## config.mk

```make
export PLATFORM = sky130hd
export DESIGN_NAME = micro_sequencer
export DESIGN_NICKNAME = d
export VERILOG_FILES = /design/src/rtl/micro_seq_pkg.sv /design/src/rtl/micro_call_stack.sv /design/src/rtl/micro_sequencer.sv
export SDC_FILE = /design/constraint.sdc
export NUM_CORES = 1
export LEC_CHECK = 0
export ABC_AREA = 1
export CORE_MARGIN = 5
export CORE_UTILIZATION = 48
export DETAILED_ROUTE_END_ITERATION = 6
export GPL_ROUTABILITY_DRIVEN = 0
export PLACE_DENSITY_LB_ADDON = 0.1
export SYNTH_ARGS = -nofsm -noshare
export SYNTH_HDL_FRONTEND = slang
export SYNTH_SLANG_ARGS = --single-unit
export TNS_END_PERCENT = 5
```

## constraint.sdc

```tcl
create_clock -name clk -period 4.4 [get_ports clk]
set_input_delay 1.1 -clock clk [delete_from_list [all_inputs] [get_ports clk]]
set_output_delay 1.1 -clock clk [all_outputs]
set_load 0.03 [all_outputs]
```

## src/rtl/micro_seq_pkg.sv

```systemverilog
// Shared definitions for the microprogrammed sequencer.
//   NS_W     : width of the microword next-address op field
//   ns_op_e  : next-address op encodings carried in the microword
package micro_seq_pkg;

  localparam int NS_W = 3;

  typedef enum logic [NS_W-1:0] {
    NS_FETCH    = 3'd0,  // go to the fetch state
    NS_DISPATCH = 3'd1,  // go to the decoded IR target
    NS_INC      = 3'd2,  // fall through to state+1
    NS_BR       = 3'd3,  // sts ? cr : state+1
    NS_WAIT     = 3'd4,  // sts ? cr : hold (wait loop)
    NS_CALL     = 3'd5,  // sts ? push state+1, go cr : state+1
    NS_RET      = 3'd6,  // pop and go to popped address
    NS_DBR      = 3'd7   // sts ? dispatch : cr
  } ns_op_e;

endpackage

```

## src/rtl/micro_call_stack.sv

```systemverilog
// LIFO return-address stack for micro-subroutine calls.
//   clk, reset(active-low async) : clock / reset (reset empties the stack)
//   push, push_data              : push request and return address
//   pop                          : pop request
//   top                          : most recent entry (0 when empty)
//   sp                           : occupancy 0..DEPTH
//   full, empty                  : occupancy status
// A push while full or a pop while empty is ignored here; the caller
// decides how to flag it.
module micro_call_stack #(
  parameter int DEPTH = 4,
  parameter int DW    = 7,
  parameter int PW    = $clog2(DEPTH + 1)
) (
  input  logic          clk,
  input  logic          reset,
  input  logic          push,
  input  logic          pop,
  input  logic [DW-1:0] push_data,
  output logic [DW-1:0] top,
  output logic [PW-1:0] sp,
  output logic          full,
  output logic          empty
);

  localparam int AW = (DEPTH > 1) ? $clog2(DEPTH) : 1;

  logic [DW-1:0] mem [DEPTH];
  logic [PW-1:0] sp_q;
  logic          do_push;
  logic          do_pop;

  assign full    = (sp_q == PW'(DEPTH));
  assign empty   = (sp_q == '0);
  assign do_push = push & ~full;
  assign do_pop  = pop & ~empty & ~push;
  assign sp      = sp_q;
  assign top     = empty ? '0 : mem[AW'(sp_q - 1'b1)];

  always_ff @(posedge clk or negedge reset) begin
    if (!reset) begin
      sp_q <= '0;
    end else if (do_push) begin
      sp_q <= sp_q + 1'b1;
    end else if (do_pop) begin
      sp_q <= sp_q - 1'b1;
    end
  end

  // Contents need no reset: sp alone defines which entries are valid.
  always_ff @(posedge clk) begin
    if (do_push) begin
      mem[AW'(sp_q)] <= push_data;
    end
  end

endmodule

```

## src/rtl/micro_sequencer.sv

```systemverilog
// Parametrised microprogrammed sequencer.
//   clk, reset(active-low async), stall : clock / reset / freeze
//   cond_in       : condition sources selected by the microword
//   dispatch_addr : decoded IR target state
//   mw_*          : microword fields read at ustore_addr
//   ustore_addr   : combinational next-state address to the microstore
//   ctrl          : registered control word of the current state
//   active_state  : registered current state
//   sp            : call-stack occupancy
//   stk_ovf/unf   : sticky stack overflow / underflow flags
module micro_sequencer
  import micro_seq_pkg::*;
#(
  parameter  int SW          = 7,
  parameter  int CW          = 44,
  parameter  int NCOND       = 4,
  parameter  int STACK_DEPTH = 4,
  parameter  int FETCH_ADDR  = 1,
  parameter  int RESET_ADDR  = 0,
  localparam int CSW         = (NCOND > 1) ? $clog2(NCOND) : 1,
  localparam int SPW         = $clog2(STACK_DEPTH + 1)
) (
  input  logic             clk,
  input  logic             reset,
  input  logic             stall,
  input  logic [NCOND-1:0] cond_in,
  input  logic [SW-1:0]    dispatch_addr,
  input  logic [CW-1:0]    mw_ctrl,
  input  logic [SW-1:0]    mw_cr,
  input  logic             mw_inv,
  input  logic [CSW-1:0]   mw_sel,
  input  logic [NS_W-1:0]  mw_n,
  output logic [SW-1:0]    ustore_addr,
  output logic [CW-1:0]    ctrl,
  output logic [SW-1:0]    active_state,
  output logic [SPW-1:0]   sp,
  output logic             stk_ovf,
  output logic             stk_unf
);

  logic [SW-1:0]  cr_q;
  logic           inv_q;
  logic [CSW-1:0] sel_q;
  ns_op_e         n_q;

  logic           cond_val;
  logic           sts;
  logic [SW-1:0]  inc;
  logic [SW-1:0]  next_addr;
  logic [SW-1:0]  stk_top;
  logic           stk_full;
  logic           stk_empty;
  logic           push_req;
  logic           pop_req;
  logic           ovf_set;
  logic           unf_set;

  // Out-of-range selects read as a false condition before inversion.
  always_comb begin
    cond_val = 1'b0;
    if (32'(sel_q) < NCOND) begin
      cond_val = cond_in[sel_q];
    end
  end

  assign sts = cond_val ^ inv_q;
  assign inc = active_state + 1'b1;

  always_comb begin
    next_addr = active_state;
    push_req  = 1'b0;
    pop_req   = 1'b0;
    ovf_set   = 1'b0;
    unf_set   = 1'b0;
    if (!stall) begin
      case (n_q)
        NS_FETCH:    next_addr = SW'(FETCH_ADDR);
        NS_DISPATCH: next_addr = dispatch_addr;
        NS_INC:      next_addr = inc;
        NS_BR:       next_addr = sts ? cr_q : inc;
        NS_WAIT:     next_addr = sts ? cr_q : active_state;
        NS_CALL: begin
          if (sts) begin
            // A call on a full stack still branches; only the return is lost.
            next_addr = cr_q;
            if (stk_full) ovf_set = 1'b1;
            else          push_req = 1'b1;
          end else begin
            next_addr = inc;
          end
        end
        NS_RET: begin
          if (stk_empty) begin
            next_addr = SW'(FETCH_ADDR);
            unf_set   = 1'b1;
          end else begin
            next_addr = stk_top;
            pop_req   = 1'b1;
          end
        end
        NS_DBR:      next_addr = sts ? dispatch_addr : cr_q;
        default:     next_addr = SW'(FETCH_ADDR);
      endcase
    end
  end

  assign ustore_addr = next_addr;

  always_ff @(posedge clk or negedge reset) begin
    if (!reset) begin
      active_state <= SW'(RESET_ADDR);
      ctrl         <= '0;
      cr_q         <= '0;
      inv_q        <= 1'b0;
      sel_q        <= '0;
      n_q          <= NS_FETCH;
      stk_ovf      <= 1'b0;
      stk_unf      <= 1'b0;
    end else if (!stall) begin
      active_state <= next_addr;
      ctrl         <= mw_ctrl;
      cr_q         <= mw_cr;
      inv_q        <= mw_inv;
      sel_q        <= mw_sel;
      n_q          <= ns_op_e'(mw_n);
      if (ovf_set) stk_ovf <= 1'b1;
      if (unf_set) stk_unf <= 1'b1;
    end
  end

  micro_call_stack #(
    .DEPTH (STACK_DEPTH),
    .DW    (SW),
    .PW    (SPW)
  ) u_stack (
    .clk       (clk),
    .reset     (reset),
    .push      (push_req),
    .pop       (pop_req),
    .push_data (inc),
    .top       (stk_top),
    .sp        (sp),
    .full      (stk_full),
    .empty     (stk_empty)
  );

endmodule

```

==> flow_summary.json <==
{
  "status": "finished, final reports clean",
  "avgRoutedWirePerCell_um": 14.6,
  "fmax_ghz": 0.236,
  "cts-root-buf": "clkbuf_8",
  "power.static_leakage_nw": 2.96,
  "clk_latency_ns": 0.36,
  "path_clk_slew_ns": 0.09,
  "timing.rr.end": "u_stack.mem[2][2]",
  "ys_seq_area_share_pct": 57.2,
  "powerDensity_nw_per_um2": 436,
  "ys_seq_elements": 97,
  "cts_buffers": 9,
  "cp-start-kind": "input port",
  "cts_setup_buffers": 0,
  "setup.worst_path.end_class": "primary output",
  "cts_tree": "built",
  "yosys_warnings": 0,
  "clockBufferDepth": 2,
  "p_clk_share_pct": 19.2,
  "slew_violations": 0,
  "fill_cells": 786,
  "layout_common_cells": "267 x nand2_1, 126 x clkdlybuf4s50_1, 69 x dfrtp_1",
  "ff2ff_path_depth": 7,
  "synth_xor_area_share_pct": 1.17,
  "final_common_cell": "nand2_1",
  "synth.top_cell.area_share_pct": 38.4,
  "diodes": 0,
  "portBuffers": 133,
  "hold_class": "reg2reg",
  "cp_top_family": "buffers and inverters",
  "via_per_inst": 4.89,
  "grt_max_degree": 42,
  "min_period_ns": 4.23,
  "synth-simple-area-share_pct": 30.9,
  "path_cells": "clkdlybuf4s50_1 -> nand2_1 -> nand3_1 -> nand2_1 -> nand2_1 -> nand2_1 -> nor2_1 -> nor2_1 -> nand2_1 -> nand2_1 -> nand2_1 -> clkdlybuf4s50_1",
  "design.die.area_um2": 11400,
  "fin_total_pwr_mw": 2.66,
  "drv_cap": 0,
  "dpl_worst_slack_ns": 0.176,
  "cp_common_cell": "nand2_1",
  "dp_hpwl_mm": 8.67,
  "skew_ns": 0.00577,
  "r2r-start": "sel_q[0]",
  "synth_fa_ha_area_share_pct": 1.67,
  "combPwrFrac_pct": 38.6,
  "nNetsFinal": 753,
  "first_pass_iters": 5,
  "drive_gt1_share_pct": 6.02,
  "hp-start": "stk_unf",
  "synthArstFlopShare_pct": 71.1,
  "wirelength_mm": 11.6,
  "fp.dieH_um": 107,
  "cts_resized": 0,
  "hold_buffers": 0,
  "multi_input_area_um2": 1690,
  "synthToLayoutAreaGrowth_pct": 35.9,
  "cp_num_buf_inv": 2,
  "core-area_um2": 9200,
  "ys_top_cells_by_area": "dfrtp_1 38%, nand2_1 22%, edfxtp_1 19%",
  "ys_types": 28,
  "synth-compound-area-share_pct": 3.76,
  "worstSetupPathType": "in2out",
  "cpPeakStageDelay_ns": 0.69,
  "seqPwrFrac_pct": 42.2,
  "clock-sinks": 97,
  "swShare_pct": 38.4,
  "grt_usage_pct": 21.4,
  "drtAntennaViolNets": 0,
  "seqCellArea_um2": 2570,
  "rsz0062_at_grt": "no",
  "reg2reg_setup_slack_ns": 2.19,
  "grt_pass1_wl_mm": 19.5,
  "tightestPinTransition_ns": 0.746,
  "postSynth.topFlopCell": "dfrtp_1",
  "finalSetupViolCount": 0,
  "syn_avg_cell_area_um2": 8.30,
  "cp_slowest_cell": "clkdlybuf4s50_1",
  "tns_ns": 0,
  "crit_required_ns": 3.30,
  "fp-row-count": 35,
  "initial_utilization_pct": 48.8,
  "finalHoldViolations": 0,
  "synth_fp_nets": 618,
  "vias": 3871,
  "holdPathStages": 1,
  "slew_headroom_pct": 50.1,
  "die_w_um": 107,
  "arrival_ns": 3.13,
  "p_int_mw": 1.64,
  "yosysTopAreaCell": "dfrtp_1",
  "worstHoldEndpoint": "stk_unf",
  "vdd_ir_drop_max_mv": 0.339,
  "cts_htree_levels": 3,
  "synth-edff-count": 28,
  "dp.cells": 776,
  "route.detailed.drc": 0,
  "synth_top_family_by_area": "simple AND/OR/NAND/NOR gates",
  "syn_inst": 541,
  "grt_pass1_vias": 4100,
  "first_iter_violations": 180,
  "antenna_found_initial": 0,
  "ios": 134,
  "post-route-period-util_pct": 96.2,
  "synth_area_um2": 4490,
  "yosys-mux-area-fraction_pct": 0,
  "finalNonFillerCells": 792,
  "overflow": 0,
  "setup_ws_ns": 0.165,
  "crit_fanout": 7,
  "p_sw_mw": 1.02
}
==> final cells by class <==
type	instances	area share [%]
timing repair buffer	142	22.6
clock buffer	9	2.03
sequential	97	42.1
clock inverter	7	0.738
tap	111	2.28
multi-input combinational	385	27.7
inverter	41	2.58
==> cells in the mapped netlist, drive strengths merged, types with 2 or more instances <==
cell type,instances
nand2,267
dfrtp,69
nand3,43
inv,40
edfxtp,28
nor2,27
o21ai,17
clkbuf,12
a21oi,8
buf,6
ha,6
xor2,6
nor3,4
o211ai,2
==> sequential cells by signal (all words and copies together) (netlist names) <==
register / cells
cr_q: 7
active_state: 7
u_stack.sp: 3
stk_ovf: 1
stk_unf: 1
n_q: 3
ctrl: 44
inv_q: 1
sel_q: 2
u_stack.mem: 28
==> how the worst max path moves through the flow <==
stage | end | from | cells after the start | slack, ns
3_5_place_dp | ustore_addr[5] | cond_in[3] | 12 | 0.18
3_3_place_gp | ustore_addr[5] | cond_in[3] | 12 | 0.22
4_1_cts | ustore_addr[1] | u_stack.sp[1] | 13 | 0.16
2_1_floorplan | ustore_addr[2] | u_stack.sp[0] | 15 | 1.00
6_report | ustore_addr[5] | cond_in[3] | 12 | 0.17
5_1_grt | ustore_addr[5] | cond_in[0] | 12 | 0.01
==> routing by layer <==
metal,wire length [µm],vias up,track usage [%]
met5,0,-,0
met4,153,0,5.84
met3,833,14,6.92
met2,5650,115,35.4
met1,4920,1783,27.2
li1,-,1959,-
==> power by group through the flow <==
stage	Combinational (mW)	Clock, mW	Sequential [mW]
6_report	1.03	0.509	1.12
3_3_place_gp	1.00	0	1.14
5_1_grt	1.13	0.564	1.13
2_1_floorplan	0.459	0	1.28
3_5_place_dp	1.02	0	1.14
4_1_cts	1.03	0.526	1.12
==> metrics by stage <==
stage	area, µm²	hold WS [ns]	util (%)
final	6100	0.474	66.4
after global routing	6100	0.498	66.4
after CTS	6090	0.479	66.3
after detailed placement	5930	0.458	64.4
after global placement	5930	0.459	64.4
after floorplan	4490	0.471	-
==> cells by family after synthesis <==
logic type	after synthesis
AND/OR/NAND/NOR	342
flip-flops	97
buffers and inverters	59
AO/OA/AOI/OAI	31
XOR/XNOR	6
adder cells (fa/ha/maj)	6
(Power assumes the default switching activity.)
